==> src/rtl/mux_arb_2a1.sv <==
// Two-requester round-robin arbiter for a shared 2:1 mux: grants ownership with
// break-before-make turnaround and a bounded hold time, and registers the muxed word.
module mux_arb_2a1 #(
  parameter int W       = 8,
  parameter int MAXHOLD = 15
) (
  input  logic         clk,
  input  logic         rst,
  input  logic [1:0]   req,
  input  logic [W-1:0] x0,
  input  logic [W-1:0] x1,
  output logic [1:0]   gnt,
  output logic         s,
  output logic [W-1:0] y,
  output logic         v,
  output logic         to
);

  typedef enum logic [1:0] {
    IDLE = 2'd0,
    BUSY = 2'd1,
    GAP  = 2'd2
  } state_t;

  // Counter value on the last permitted cycle of a grant; unused when the limit is off.
  localparam logic [7:0] HOLD_LAST = (MAXHOLD == 0) ? 8'd0 : 8'(MAXHOLD - 1);
  localparam bit         HOLD_ON   = (MAXHOLD != 0);

  state_t       state, state_d;
  logic         owner, owner_d;
  logic         ptr, ptr_d;
  logic [7:0]   cnt, cnt_d;
  logic [1:0]   gnt_d;
  logic         s_d;
  logic         v_d;
  logic         to_d;
  logic [W-1:0] y_d;

  logic owner_req;
  logic hold_expired;
  logic winner;

  assign owner_req    = req[owner];
  assign hold_expired = HOLD_ON && (cnt == HOLD_LAST);
  // A lone requester wins outright; a tie goes to the priority pointer.
  assign winner       = (req == 2'b11) ? ptr : req[1];

  // NOTE: every output of this block gets a default first, so no path leaves a
  // signal unassigned and no latch is inferred.
  always_comb begin
    state_d = state;
    owner_d = owner;
    ptr_d   = ptr;
    cnt_d   = cnt;
    gnt_d   = gnt;
    s_d     = s;
    to_d    = 1'b0;

    unique case (state)
      IDLE: begin
        if (req != 2'b00) begin
          state_d = BUSY;
          owner_d = winner;
          gnt_d   = winner ? 2'b10 : 2'b01;
          s_d     = winner;
          cnt_d   = 8'd0;
        end
      end

      BUSY: begin
        // A release takes precedence over a coincident timeout.
        if (!owner_req) begin
          state_d = GAP;
          gnt_d   = 2'b00;
          ptr_d   = ~owner;
        end else if (hold_expired) begin
          state_d = GAP;
          gnt_d   = 2'b00;
          ptr_d   = ~owner;
          to_d    = 1'b1;
        end else begin
          cnt_d = cnt + 8'd1;
        end
      end

      GAP: begin
        // Select never moves while a grant is live; this cycle is the turnaround.
        state_d = IDLE;
      end

      default: begin
        state_d = IDLE;
        gnt_d   = 2'b00;
      end
    endcase

    v_d = (state == BUSY) && owner_req;
    y_d = v_d ? (owner ? x1 : x0) : y;
  end

  // NOTE: sequential state uses non-blocking assignments so every register
  // samples the pre-edge values computed above.
  always_ff @(posedge clk) begin
    if (rst) begin
      state <= IDLE;
      owner <= 1'b0;
      ptr   <= 1'b0;
      cnt   <= 8'd0;
      gnt   <= 2'b00;
      s     <= 1'b0;
      y     <= '0;
      v     <= 1'b0;
      to    <= 1'b0;
    end else begin
      state <= state_d;
      owner <= owner_d;
      ptr   <= ptr_d;
      cnt   <= cnt_d;
      gnt   <= gnt_d;
      s     <= s_d;
      y     <= y_d;
      v     <= v_d;
      to    <= to_d;
    end
  end

endmodule

==> config.mk <==
export PLATFORM = sky130hd
export DESIGN_NAME = mux_arb_2a1
export DESIGN_NICKNAME = d
export VERILOG_FILES = /design/src/rtl/mux_arb_2a1.sv
export SDC_FILE = /design/constraint.sdc
export NUM_CORES = 1
export LEC_CHECK = 0
export BUFFER_PORTS_ARGS = -buffer_cell sky130_fd_sc_hd__buf_2
export CAP_MARGIN = 15
export CORE_MARGIN = 2
export CORE_UTILIZATION = 45
export CTS_CLUSTER_SIZE = 20
export DETAILED_ROUTE_END_ITERATION = 8
export PLACE_DENSITY = 0.71
export SLEW_MARGIN = 15
export SYNTH_ARGS = -nofsm -noshare
export SYNTH_HDL_FRONTEND = slang
export SYNTH_SLANG_ARGS = --single-unit
==> constraint.sdc <==
create_clock -name clk -period 2.4 [get_ports clk]
set_clock_uncertainty 0.15 [all_clocks]
set_input_delay 0.48 -clock clk [delete_from_list [all_inputs] [get_ports clk]]
set_output_delay 0.48 -clock clk [all_outputs]
set_load 0.01 [all_outputs]
# ---- Yosys cells after proc, flatten, opt, wreduce, memory -nomap -nowiden
# Index checks and enable logic that the tools add are counted.
dict set report op_classes {
  add_sub_neg 1
  magnitude_cmp 1
  eq_ne 9
  muxes 20
  n_bitwise 4
  reduce_logical 10
}
# op count
set op_table {}
lappend op_table {{8-bit two-way mux} 4}
lappend op_table {{8-bit case mux with 2 select lines} 1}
lappend op_table {{2-bit two-way mux} 7}
lappend op_table {{8-bit by 1-bit adder with 8-bit output (second input constant)} 1}
lappend op_table {{8-bit by 4-bit == test with 1-bit output (second input constant)} 1}
lappend op_table {{1-bit two-way mux} 6}
lappend op_table {{2-bit inequality test (second input constant)} 3}
lappend op_table {{2-bit case mux with 3 select lines} 1}
lappend op_table {{2-bit AND reduction} 3}
lappend op_table {{2-bit == test (second input constant)} 2}
lappend op_table {{1-bit NOT} 4}
lappend op_table {{2-bit case mux with 2 select lines} 1}
lappend op_table {{4-bit AND reduction} 1}
lappend op_table {{2-bit nonzero test} 2}
lappend op_table {{3-bit inequality test (second input constant)} 1}
lappend op_table {{3-bit AND reduction} 1}
lappend op_table {{3-bit OR reduction} 1}
lappend op_table {{2-bit by 1-bit == test with 1-bit output (second input constant)} 1}
lappend op_table {{2-bit logical NOT} 1}
lappend op_table {{1-bit by 2-bit less-than comparator with 1-bit output (second input constant)} 1}
lappend op_table {{2-bit by 1-bit inequality test with 1-bit output (second input constant)} 1}
lappend op_table {{1-bit logical AND} 1}
dict set report totals {
  reg_bits 24
  inputBits 20
  output_inout_bits 13
  wordCells 53
}

# ---- Longest topological paths before layout
dict set report logic_depth {
  ltp_word 5
  depth_mapped 6
  depth_no_buf 6
}

# ---- Worst setup path after synthesis
# OpenSTA, ideal clock, no wires.
dict set report synth_timing {
  path_type {register to register}
  from {reg cnt[0]}
  to {reg cnt[6]}
  setup_time_ps 74
  arrival_time_ps 1761
  t_required_ps 2176
  slack_ps 415
  path_stages_with_launch 7
  n_path_buf 0
  synth_period_minus_slack_ps 1985
  path_cell_list {dfxtp_1 > inv_1 > ha_1 > or4b_4 > o211a_1 > or3_1 > a31oi_1}
}
dict set report synth_between {
  elab_chain_cells 4
  elab_cells_between_ends 7
  classes_between {1 x add/sub; 2 x eq/ne; 3 x mux; 1 x reduce/logical}
}
# item line_no
set synth_rtl {}
lappend synth_rtl {{start: declaration} 32} ;# logic [7:0] cnt, cnt_d;
lappend synth_rtl {{start signal: assignment} 118} ;# cnt <= cnt_d;
lappend synth_rtl {{8-bit by 1-bit adder with 8-bit output} 82} ;# cnt_d = cnt + 8'd1;
lappend synth_rtl {{8-bit two-way mux} 76} ;# end else if (hold_expired) begin
lappend synth_rtl {{8-bit two-way mux} 72} ;# if (!owner_req) begin
lappend synth_rtl {{8-bit case mux with 2 select lines} 59} ;# unique case (state)
# Several ways; a longest one is shown, not always the timed one. The select of a mux whose other input is x is not followed.
# A chain may end at the register's enable or synchronous reset.

# ---- Worst setup path after layout
# Ends and elaborated chain as after synthesis.

==> metrics.txt <==
CTS Buffer Depth=2; Worst Hold Slack=0.337 ns; Routed WL per cell=12.8 um; die height=54.1 um; critical path arrival=2.22 ns; most frequent cells in the layout=buf_2, dfxtp_1, nor2_1, mux2i_1, a211oi_1; # fillers=229; postcts setup bufs=0; slew margin rel.=56.7%; fin. max-slew vios=0; CP endpoint kind=flip-flop; internal power=0.582 mW; largest fanout on the critical path=5; hpwl dp=1820 um; Avg Cell Area, Syn=9.18 sq um; multi-input logic area=614 sq um; R2R Setup Slk=0.28 ns; Final TNS setup=0 ns; Post-synth ARST share=0%; status=completed; Worst Hold Path Cells=3; vias after detailed routing=1029; final wirelength=2380 um; CTS Buf Count=3; Finished Core Util=55.9%; initial antenna violation count=0; worst flop-to-flop path endpoint=cnt[6]; gr usage total=18.7%; area leader, netlist=dfxtp_1; placed cell area=1320 sq um; Storage cell area=480 sq um; Rows=18; DR DRC count=0; Layout area overhead=20.4%; share of layout cells above drive strength 1=28.8%; CTS tree=done; Clock Latency Late Sink=0.31 ns; Antenna Cells=0; total gr overflow=0; cells on worst reg2reg path=6; finished layout cell area=1360 sq um; largest net degree at the start of global routing=24; CTS root buf=clkbuf_4; core area=2430 sq um; synthesized flop and latch total=24; # setup viols final=0; sequential share of the synthesized area=42.6%; synth warn=0; hold wc startpoint=x0[3]; Final #Nets=179; Synth area leaders=dfxtp_1, mux2i_1, a211oi_1, nor2_1, a21oi_1; synthesized net count=145; Final min period=2.12 ns; fin crit share=88.3%; Worst IR Drop VDD=0.000400 V; distinct cell type count after synthesis=39; number of cells upsized or downsized after cts=0; cells after synthesis=123; first-pass GRT wire length=4020 um; LEAKAGE=0.548 nW; vias per cell=5.53; Setup CP Type=reg2reg; # H-tree levels=1; max-cap violations=0; WHS Endpoint=y[3]; die area=2920 sq um; PD cells=590 nW/um^2; Mapped Area=1130 sq um; Final Hold Viols=0; Seq pwr share=54.1%; class of the worst hold path=in2reg; initial core utilization=46.4%; CP startpoint kind=flip-flop; Sw Share=27.5%; port buffer count=32; Worst-path clk slew=0.13 ns; Worst Tran Pin Value=0.642 ns; Final Non-Filler Cells=186; IO Pins=33; die width=54.1 um; vias in the first global route=959; Fmax achieved=0.472 GHz; Synth Flop Type=dfxtp_1; Reg2Reg Launch Point=cnt[0]; routability congestion estimate from global placement=0.842; Final ANT Viol Nets=0; top cell type's share of synthesized area=42.6%; placed cell count=182; EDFF count, synth=0; commonest non-fill, non-tap cell in the layout=buf_2; Sink Count=24; Critical Path RT=2.50 ns; CTS Hold Bufs=0; NetSw=0.220 mW; unrepaired setup endpoints after global routing=false; Logic pwr share=19.3%; Clk network pwr share=26.6%; DRT Pass-1 Iters=4; Initial DRC Count=18
-- stage by stage --
step	power (mW)	setup WS (ns)
2_1_floorplan	0.541	0.415
3_3_place_gp	0.594	0.363
3_5_place_dp	0.598	0.305
4_1_cts	0.810	0.279
5_1_grt	0.847	0.171
6_report	0.802	0.280
-- flip-flops by register name, summed over array words and instances, names as in the netlist --
signal	flops
cnt	8
gnt	2
owner	1
ptr	1
state	2
to	1
v	1
y	8
-- Yosys cell counts (2+ instances only) --
cell	n
a211oi_1	9
a21oi_1	7
a41oi_1	2
buf_1	2
clkbuf_1	3
dfxtp_1	24
ha_1	2
inv_1	4
mux2i_1	9
nand2_1	3
nand2b_1	3
nand3_1	4
nor2_1	13
nor3_1	2
o211ai_1	2
o21ai_0	6
o21ai_1	3
or3_1	4
-- metal layers --
layer / routed length, um / track usage (%)
met1: 1140 / 25.1
met2: 1090 / 29.9
met3: 114 / 2.50
met4: 40 / 7.50
met5: 0 / 0
-- kinds of logic (layout without fill, tap and decap cells) --
logic type,after synthesis,count (layout),share of synthesized area [%]
multiplexers,10,10,8.98
adder cells (fa/ha/maj),2,2,2.22
AO/OA/AOI/OAI,39,39,23.8
flip-flops,24,24,42.6
AND/OR/NAND/NOR,39,39,19.4
buffers and inverters,9,42,2.99
-- worst max-delay path, stage by stage (launching register included) --
cell and delay (ns):
dfxtp_1 0.35, inv_1 0.09, ha_1 0.15, or4b_4 0.50
o211a_1 0.29, or3_1 0.38, a31oi_1 0.16
-- how the worst max path moves through the flow --
stage	cells after the start	startpoint	end
final	6	cnt[0]	cnt[6]
after global routing	6	cnt[0]	cnt[6]
after CTS	6	cnt[0]	cnt[6]
after detailed placement	6	cnt[0]	cnt[6]
after global placement	6	cnt[0]	cnt[6]
after floorplan	6	cnt[0]	cnt[6]
-- power groups by stage --
stage,sequential (mW),clock [mW],combinational (mW)
floorplan,0.449,0,0.0918
global placement,0.442,0,0.152
detailed placement,0.443,0,0.155
CTS,0.434,0.221,0.156
global route,0.438,0.236,0.173
finish,0.434,0.214,0.155
-- layout make-up --
class / count / area share (%)
clock buffer: 4 / 2.67
sequential: 24 / 35.4
inverter: 4 / 1.10
multi-input combinational: 90 / 45.2
timing repair buffer: 34 / 12.9
tap: 30 / 2.76
(Power assumes the default switching activity.)
